`config.mk`:
```
export PLATFORM = sky130hd
export DESIGN_NAME = glb_bus_tx
export DESIGN_NICKNAME = d
export VERILOG_FILES = /design/src/rtl/glb_pkg.sv /design/src/rtl/glb_tx_fifo.sv /design/src/rtl/glb_bus_tx.sv
export SDC_FILE = /design/constraint.sdc
export NUM_CORES = 1
export LEC_CHECK = 0
export ABC_AREA = 1
export CORE_MARGIN = 8
export CORE_UTILIZATION = 34
export DETAILED_ROUTE_END_ITERATION = 12
export GPL_TIMING_DRIVEN = 0
export SLEW_MARGIN = 20
export SYNTH_ARGS = -nofsm -noshare
export SYNTH_HDL_FRONTEND = slang
export SYNTH_HIERARCHICAL = 1
export SYNTH_SLANG_ARGS = --single-unit
```
`constraint.sdc`:
```
create_clock -name clk -period 2.7 [get_ports clk]
set_clock_uncertainty 0.1 [all_clocks]
set_input_delay 0.405 -clock clk [delete_from_list [all_inputs] [get_ports clk]]
set_output_delay 0.405 -clock clk [all_outputs]
set_load 0.02 [all_outputs]
```
`src/rtl/glb_pkg.sv`:
```
// Shared types for the global-buffer bus transmitter: FSM states, FIFO entry
// layout and the default payload/tag/FIFO sizes.
package glb_pkg;

  localparam int GLB_DATA_W     = 16;
  localparam int GLB_ID_W       = 4;
  localparam int GLB_FIFO_DEPTH = 4;

  typedef enum logic [1:0] {
    ST_IDLE  = 2'd0,
    ST_RUN   = 2'd1,
    ST_DRAIN = 2'd2
  } glb_state_e;

  typedef struct packed {
    logic [GLB_DATA_W-1:0] data;
    logic [GLB_ID_W-1:0]   row_id;
    logic [GLB_ID_W-1:0]   col_id;
    logic                  last;
  } glb_entry_t;

endpackage

```
`src/rtl/glb_tx_fifo.sv`:
```
// Single-clock skid FIFO between the buffer read side and the multicast bus.
// Full/empty come from an occupancy count; pointers wrap naturally (DEPTH is 2^n).
module glb_tx_fifo
  import glb_pkg::*;
#(
  parameter int DEPTH = GLB_FIFO_DEPTH
) (
  input  logic       clk,
  input  logic       rstn,
  input  logic       push_i,
  input  glb_entry_t wdata_i,
  input  logic       pop_i,
  output glb_entry_t rdata_o,
  output logic       full_o,
  output logic       empty_o
);

  localparam int PTR_W = (DEPTH > 1) ? $clog2(DEPTH) : 1;
  localparam int CNT_W = $clog2(DEPTH + 1);

  glb_entry_t       mem_q [DEPTH];
  logic [PTR_W-1:0] wptr_q, wptr_d;
  logic [PTR_W-1:0] rptr_q, rptr_d;
  logic [CNT_W-1:0] cnt_q, cnt_d;
  logic             push_ok, pop_ok;

  assign full_o  = (cnt_q == CNT_W'(DEPTH));
  assign empty_o = (cnt_q == '0);
  assign push_ok = push_i & ~full_o;
  assign pop_ok  = pop_i & ~empty_o;
  assign rdata_o = mem_q[rptr_q];

  always_comb begin
    wptr_d = wptr_q;
    rptr_d = rptr_q;
    cnt_d  = cnt_q;
    if (push_ok) wptr_d = wptr_q + 1'b1;
    if (pop_ok)  rptr_d = rptr_q + 1'b1;
    // Simultaneous push and pop leaves occupancy unchanged.
    case ({push_ok, pop_ok})
      2'b10:   cnt_d = cnt_q + 1'b1;
      2'b01:   cnt_d = cnt_q - 1'b1;
      default: cnt_d = cnt_q;
    endcase
  end

  always_ff @(posedge clk or negedge rstn) begin
    if (!rstn) begin
      wptr_q <= '0;
      rptr_q <= '0;
      cnt_q  <= '0;
    end else begin
      wptr_q <= wptr_d;
      rptr_q <= rptr_d;
      cnt_q  <= cnt_d;
    end
  end

  always_ff @(posedge clk) begin
    if (push_ok) mem_q[wptr_q] <= wdata_i;
  end

endmodule

```
`src/rtl/glb_bus_tx.sv`:
```
// Streams one pass of pass_len beats from the global buffer onto the multicast
// bus through a skid FIFO; tags the final beat and pulses done once it leaves.
module glb_bus_tx
  import glb_pkg::*;
#(
  parameter int DATA_WIDTH = GLB_DATA_W,
  parameter int ID_WIDTH   = GLB_ID_W,
  parameter int FIFO_DEPTH = GLB_FIFO_DEPTH
) (
  input  logic                  clk,
  input  logic                  rstn,
  input  logic                  start,
  input  logic [15:0]           pass_len,
  input  logic                  src_valid,
  output logic                  src_ready,
  input  logic [DATA_WIDTH-1:0] src_data,
  input  logic [ID_WIDTH-1:0]   src_row_id,
  input  logic [ID_WIDTH-1:0]   src_col_id,
  output logic                  bus_valid,
  input  logic                  bus_ready,
  output logic [DATA_WIDTH-1:0] bus_data,
  output logic [ID_WIDTH-1:0]   bus_row_id,
  output logic [ID_WIDTH-1:0]   bus_col_id,
  output logic                  bus_last,
  output logic                  busy,
  output logic                  done
);

  glb_state_e  state_q, state_d;
  logic [15:0] len_q, len_d;
  logic [15:0] acc_q, acc_d;
  logic [15:0] snd_q, snd_d;
  logic        done_q, done_d;
  logic        fifo_full, fifo_empty;
  logic        push, pop;
  glb_entry_t  wentry, hentry;

  assign src_ready = (state_q == ST_RUN) & ~fifo_full;
  assign push      = src_valid & src_ready;
  assign bus_valid = ~fifo_empty;
  assign pop       = bus_valid & bus_ready;

  assign wentry = '{data:   src_data,
                    row_id: src_row_id,
                    col_id: src_col_id,
                    last:   (acc_q == len_q - 16'd1)};

  glb_tx_fifo #(.DEPTH(FIFO_DEPTH)) u_fifo (
    .clk     (clk),
    .rstn    (rstn),
    .push_i  (push),
    .wdata_i (wentry),
    .pop_i   (pop),
    .rdata_o (hentry),
    .full_o  (fifo_full),
    .empty_o (fifo_empty)
  );

  // Gate bus_last so it reads 0 whenever the (unreset) head slot is not valid.
  assign bus_data   = hentry.data;
  assign bus_row_id = hentry.row_id;
  assign bus_col_id = hentry.col_id;
  assign bus_last   = bus_valid & hentry.last;
  assign busy       = (state_q != ST_IDLE);
  assign done       = done_q;

  always_comb begin
    state_d = state_q;
    len_d   = len_q;
    acc_d   = acc_q;
    snd_d   = snd_q;
    done_d  = 1'b0;
    if (pop && (snd_q != len_q)) snd_d = snd_q + 16'd1;
    case (state_q)
      ST_IDLE: begin
        if (start) begin
          if (pass_len != 16'd0) begin
            state_d = ST_RUN;
            len_d   = pass_len;
            acc_d   = 16'd0;
            snd_d   = 16'd0;
          end else begin
            done_d = 1'b1;
          end
        end
      end
      ST_RUN: begin
        if (push) begin
          acc_d = acc_q + 16'd1;
          if (wentry.last) state_d = ST_DRAIN;
        end
      end
      ST_DRAIN: begin
        // The tagged beat is always the last one in the FIFO, so it leaves empty.
        if (pop && hentry.last) begin
          state_d = ST_IDLE;
          done_d  = 1'b1;
        end
      end
      default: state_d = ST_IDLE;
    endcase
  end

  always_ff @(posedge clk or negedge rstn) begin
    if (!rstn) begin
      state_q <= ST_IDLE;
      len_q   <= 16'd0;
      acc_q   <= 16'd0;
      snd_q   <= 16'd0;
      done_q  <= 1'b0;
    end else begin
      state_q <= state_d;
      len_q   <= len_d;
      acc_q   <= acc_d;
      snd_q   <= snd_d;
      done_q  <= done_d;
    end
  end

endmodule

```
==> results.json <==
{
  "status": "finished, final reports clean",
  "drcViolationCount": 0,
  "p_total_mw": 8.66,
  "grt_max_degree": 29,
  "gp_congestion": 0.824,
  "worstSetupPathType": "flop to primary output",
  "cts-root-buf": "clkbuf_16",
  "max_cap_violations": 0,
  "path_depth": 6,
  "grt_pass1_wl_um": 26700,
  "start_util": 0.347,
  "synth_fp_nets": 793,
  "cpPeakStageDelay_ns": 0.61,
  "power_density_nw_per_um2": 971,
  "drt_iter0_drc": 267,
  "crit_fanout": 10,
  "postRouteWirelength_um": 16300,
  "critPathSlowestCell": "clkdlybuf4s50_1",
  "yosys_register_bits": 142,
  "finalNetCount": 891,
  "cp_cell_sequence": "buf_6 -> inv_2 -> buf_4 -> o211ai_1 -> nand2_1 -> clkdlybuf4s50_1",
  "cts_setup_buffers": 0,
  "area_delta_synth_final_pct": 26.1,
  "dp_hpwl_um": 11500,
  "design_area_um2": 8920,
  "yosys_warnings": 6,
  "cts_sinks": 142,
  "critPathLaunchType": "flop",
  "synthCells": 740,
  "timing.rr.start": "u_fifo/cnt_q[0]$_DFFE_PN0P_",
  "critPathLaunch": "u_fifo/rptr_q[1]$_DFFE_PN0P_",
  "ir_drop_mv": 0.442,
  "firstDrtPassIters": 5,
  "layout_commonest_cell": "nand2_1",
  "antenna_found_initial": 0,
  "pwr-share-clk": 0.269,
  "cp.arrival_ns": 2.12,
  "pin_count": 74,
  "max_freq_ghz": 0.382,
  "clockBufferDepth": 2,
  "layout_setup_ws_ns": 0.0788,
  "hp-class": "input port to asynchronous set/reset pin",
  "utilization": 0.438,
  "die_w_um": 160,
  "p_sw_mw": 3.22,
  "syn_area_um2": 7080,
  "dieArea_um2": 25700,
  "port_buffers": 73,
  "sw_frac_of_total": 0.371,
  "crit_path_end_kind": "primary output",
  "dp_slack_ns": 0.0954,
  "grt_overflow": 0,
  "yosysUniqueCellTypes": 34,
  "fin_crit_sh": 0.971,
  "layout_common_cells": "nand2_1, inv_1, edfxtp_1, clkdlybuf4s50_1",
  "routed_via_density": 4.62,
  "p_int_mw": 5.44,
  "slew_headroom": 0.649,
  "path_delay_family": "buffers and inverters",
  "clock_latency_ns": 0.42,
  "num_rows": 52,
  "place_inst": 1088,
  "clkTransAtPathRegs_ns": 0.07,
  "min_period_ns": 2.62,
  "insertedDiodeCount": 0,
  "leakagePower_nw": 3.97,
  "r2r_slack_ns": 0.25,
  "vias": 5184,
  "cp.required_ns": 2.19,
  "coreArea_um2": 20400,
  "drv_slew": 0,
  "place_area_um2": 8300,
  "seqPwrFrac": 0.342,
  "ys_seq_area_frac": 0.573,
  "rr_worst_depth": 14,
  "worst-path-buf-inv": 4,
  "grt_pass1_vias": 5174,
  "finalNonFillerCells": 1121,
  "wl_per_cell_um": 14.6,
  "numCtsBuffers": 17,
  "grt_use_total": 0.130,
  "syn_area_per_cell_um2": 9.56,
  "combinationalPowerShare": 0.389,
  "fillCellCount": 1963,
  "finalSetupViolCount": 0,
  "worstMarginPinSlew_ns": 0.525,
  "cts_tree": "done",
  "grt_setup_unrepaired": "false",
  "hold_violations": 0,
  "die_h_um": 160,
  "r2r_end": "u_fifo/cnt_q[2]$_DFFE_PN0P_",
  "ant_nets": 0,
  "drive_above_1_share": 0.114,
  "cts-htree-levels": 4
}
flip-flops by register name, indices dropped and copies added, names as in the netlist:
| register | cells |
|---|---|
| acc_q | 16 |
| done | 1 |
| len_q | 16 |
| state_q | 2 |
| u_fifo/cnt_q | 3 |
| u_fifo/mem_q | 100 |
| u_fifo/rptr_q | 2 |
| u_fifo/wptr_q | 2 |
layer usage:
layer  wire length, um  up-vias  share of wire  GRT usage
met5                 0        -              0          0
met4               189        0          0.012     0.0370
met3               798       12          0.049     0.0344
met2              7870      107           0.48      0.220
met1              7460     2426           0.46      0.161
li1                  -     2639              -          -
worst max path at each step:
stage,to,slack (ns)
floorplan,u_fifo/mem_q[0][0]$_DFFE_PP_,-0.01
global placement,u_fifo/mem_q[1][24]$_DFFE_PP_,-1.14
detailed placement,u_fifo/mem_q[1][17]$_DFFE_PP_,0.1
CTS,bus_data[5],0.02
global route,bus_data[10],0.003
finish,bus_col_id[2],0.08
worst reg2reg max path: stages, from the launching register on:
cell and delay [ns]:
dfrtp_1 0.39, inv_1 0.12, nand3_1 0.16, inv_1 0.14, nor2_4 0.06, nand2_1 0.08, inv_2 0.10, nand2_2 0.24
ha_1 0.24, inv_1 0.07, fa_1 0.37, nand2_1 0.10, nand3_1 0.08, nand2_1 0.06, nand2_1 0.04
Yosys cell counts:
master	instances	area (um2)
ha_1	7	87.6
buf_6	14	158
o32ai_1	1	8.76
buf_2	5	25.0
nand2_4	2	22.5
nor2_2	2	12.5
o21ai_0	10	50.1
fa_1	1	20.0
o31ai_1	7	52.6
o21ai_2	17	149
a22o_1	1	8.76
and2_1	1	6.26
nand3_1	34	170
dfrtp_1	42	1050
nor4_1	1	6.26
or2_2	2	12.5
clkbuf_1	1	3.75
nor3_1	5	25.0
nand3b_1	4	30.0
o211ai_1	48	360
nand4_1	15	93.8
xnor2_1	6	52.6
a31o_2	2	17.5
edfxtp_1	100	3000
nand2_1	206	773
and3_1	1	6.26
buf_4	1	7.51
inv_2	4	15.0
xor2_1	12	105
o211ai_2	2	25.0
nor2_1	52	195
a21oi_1	3	15.0
nor2_4	2	22.5
inv_1	129	484
final cells by class:
type,instances,area [um2],share of cell area
clock buffer,17,425,0.0477
inverter,133,499,0.0560
sequential,142,4050,0.454
multi-input combinational,444,2360,0.265
tap,270,338,0.0379
timing repair buffer,79,877,0.0983
buffer,21,198,0.0222
clock inverter,15,169,0.0189
what timing repair did:
item,4_1_cts,5_1_grt
hold buffers,1,0
resized for setup,3,6
endpoints found under the setup margin,16,7
endpoints found under the hold margin,14,0
per-stage QoR:
stage	hold slack [ns]	TNS (ns)
floorplan	0.00941	-1.15
global placement	0.363	-111.04
detailed placement	0.250	0
CTS	0.332	0
global route	0.369	0
finish	0.337	0
power groups by stage:
stage	sequential (mW)	combinational (mW)	clock [mW]
final	2.96	3.37	2.33
after global routing	3.00	3.71	2.47
after global placement	3.01	3.23	0
after detailed placement	3.00	3.43	0
after CTS	2.96	3.44	2.37
after floorplan	2.96	2.01	0
kinds of logic (layout without fill, tap and decap cells):
kind of cell,count (synthesis),after routing,synth area share
DFF,142,142,0.573
AOI/OAI and AO/OA,91,91,0.0971
buffers and inverters,154,265,0.0980
and+or+nand+nor,327,327,0.195
adders and majority gates,8,8,0.0152
xor gates and xnor gates,18,18,0.0223
(Power assumes the default switching activity.)
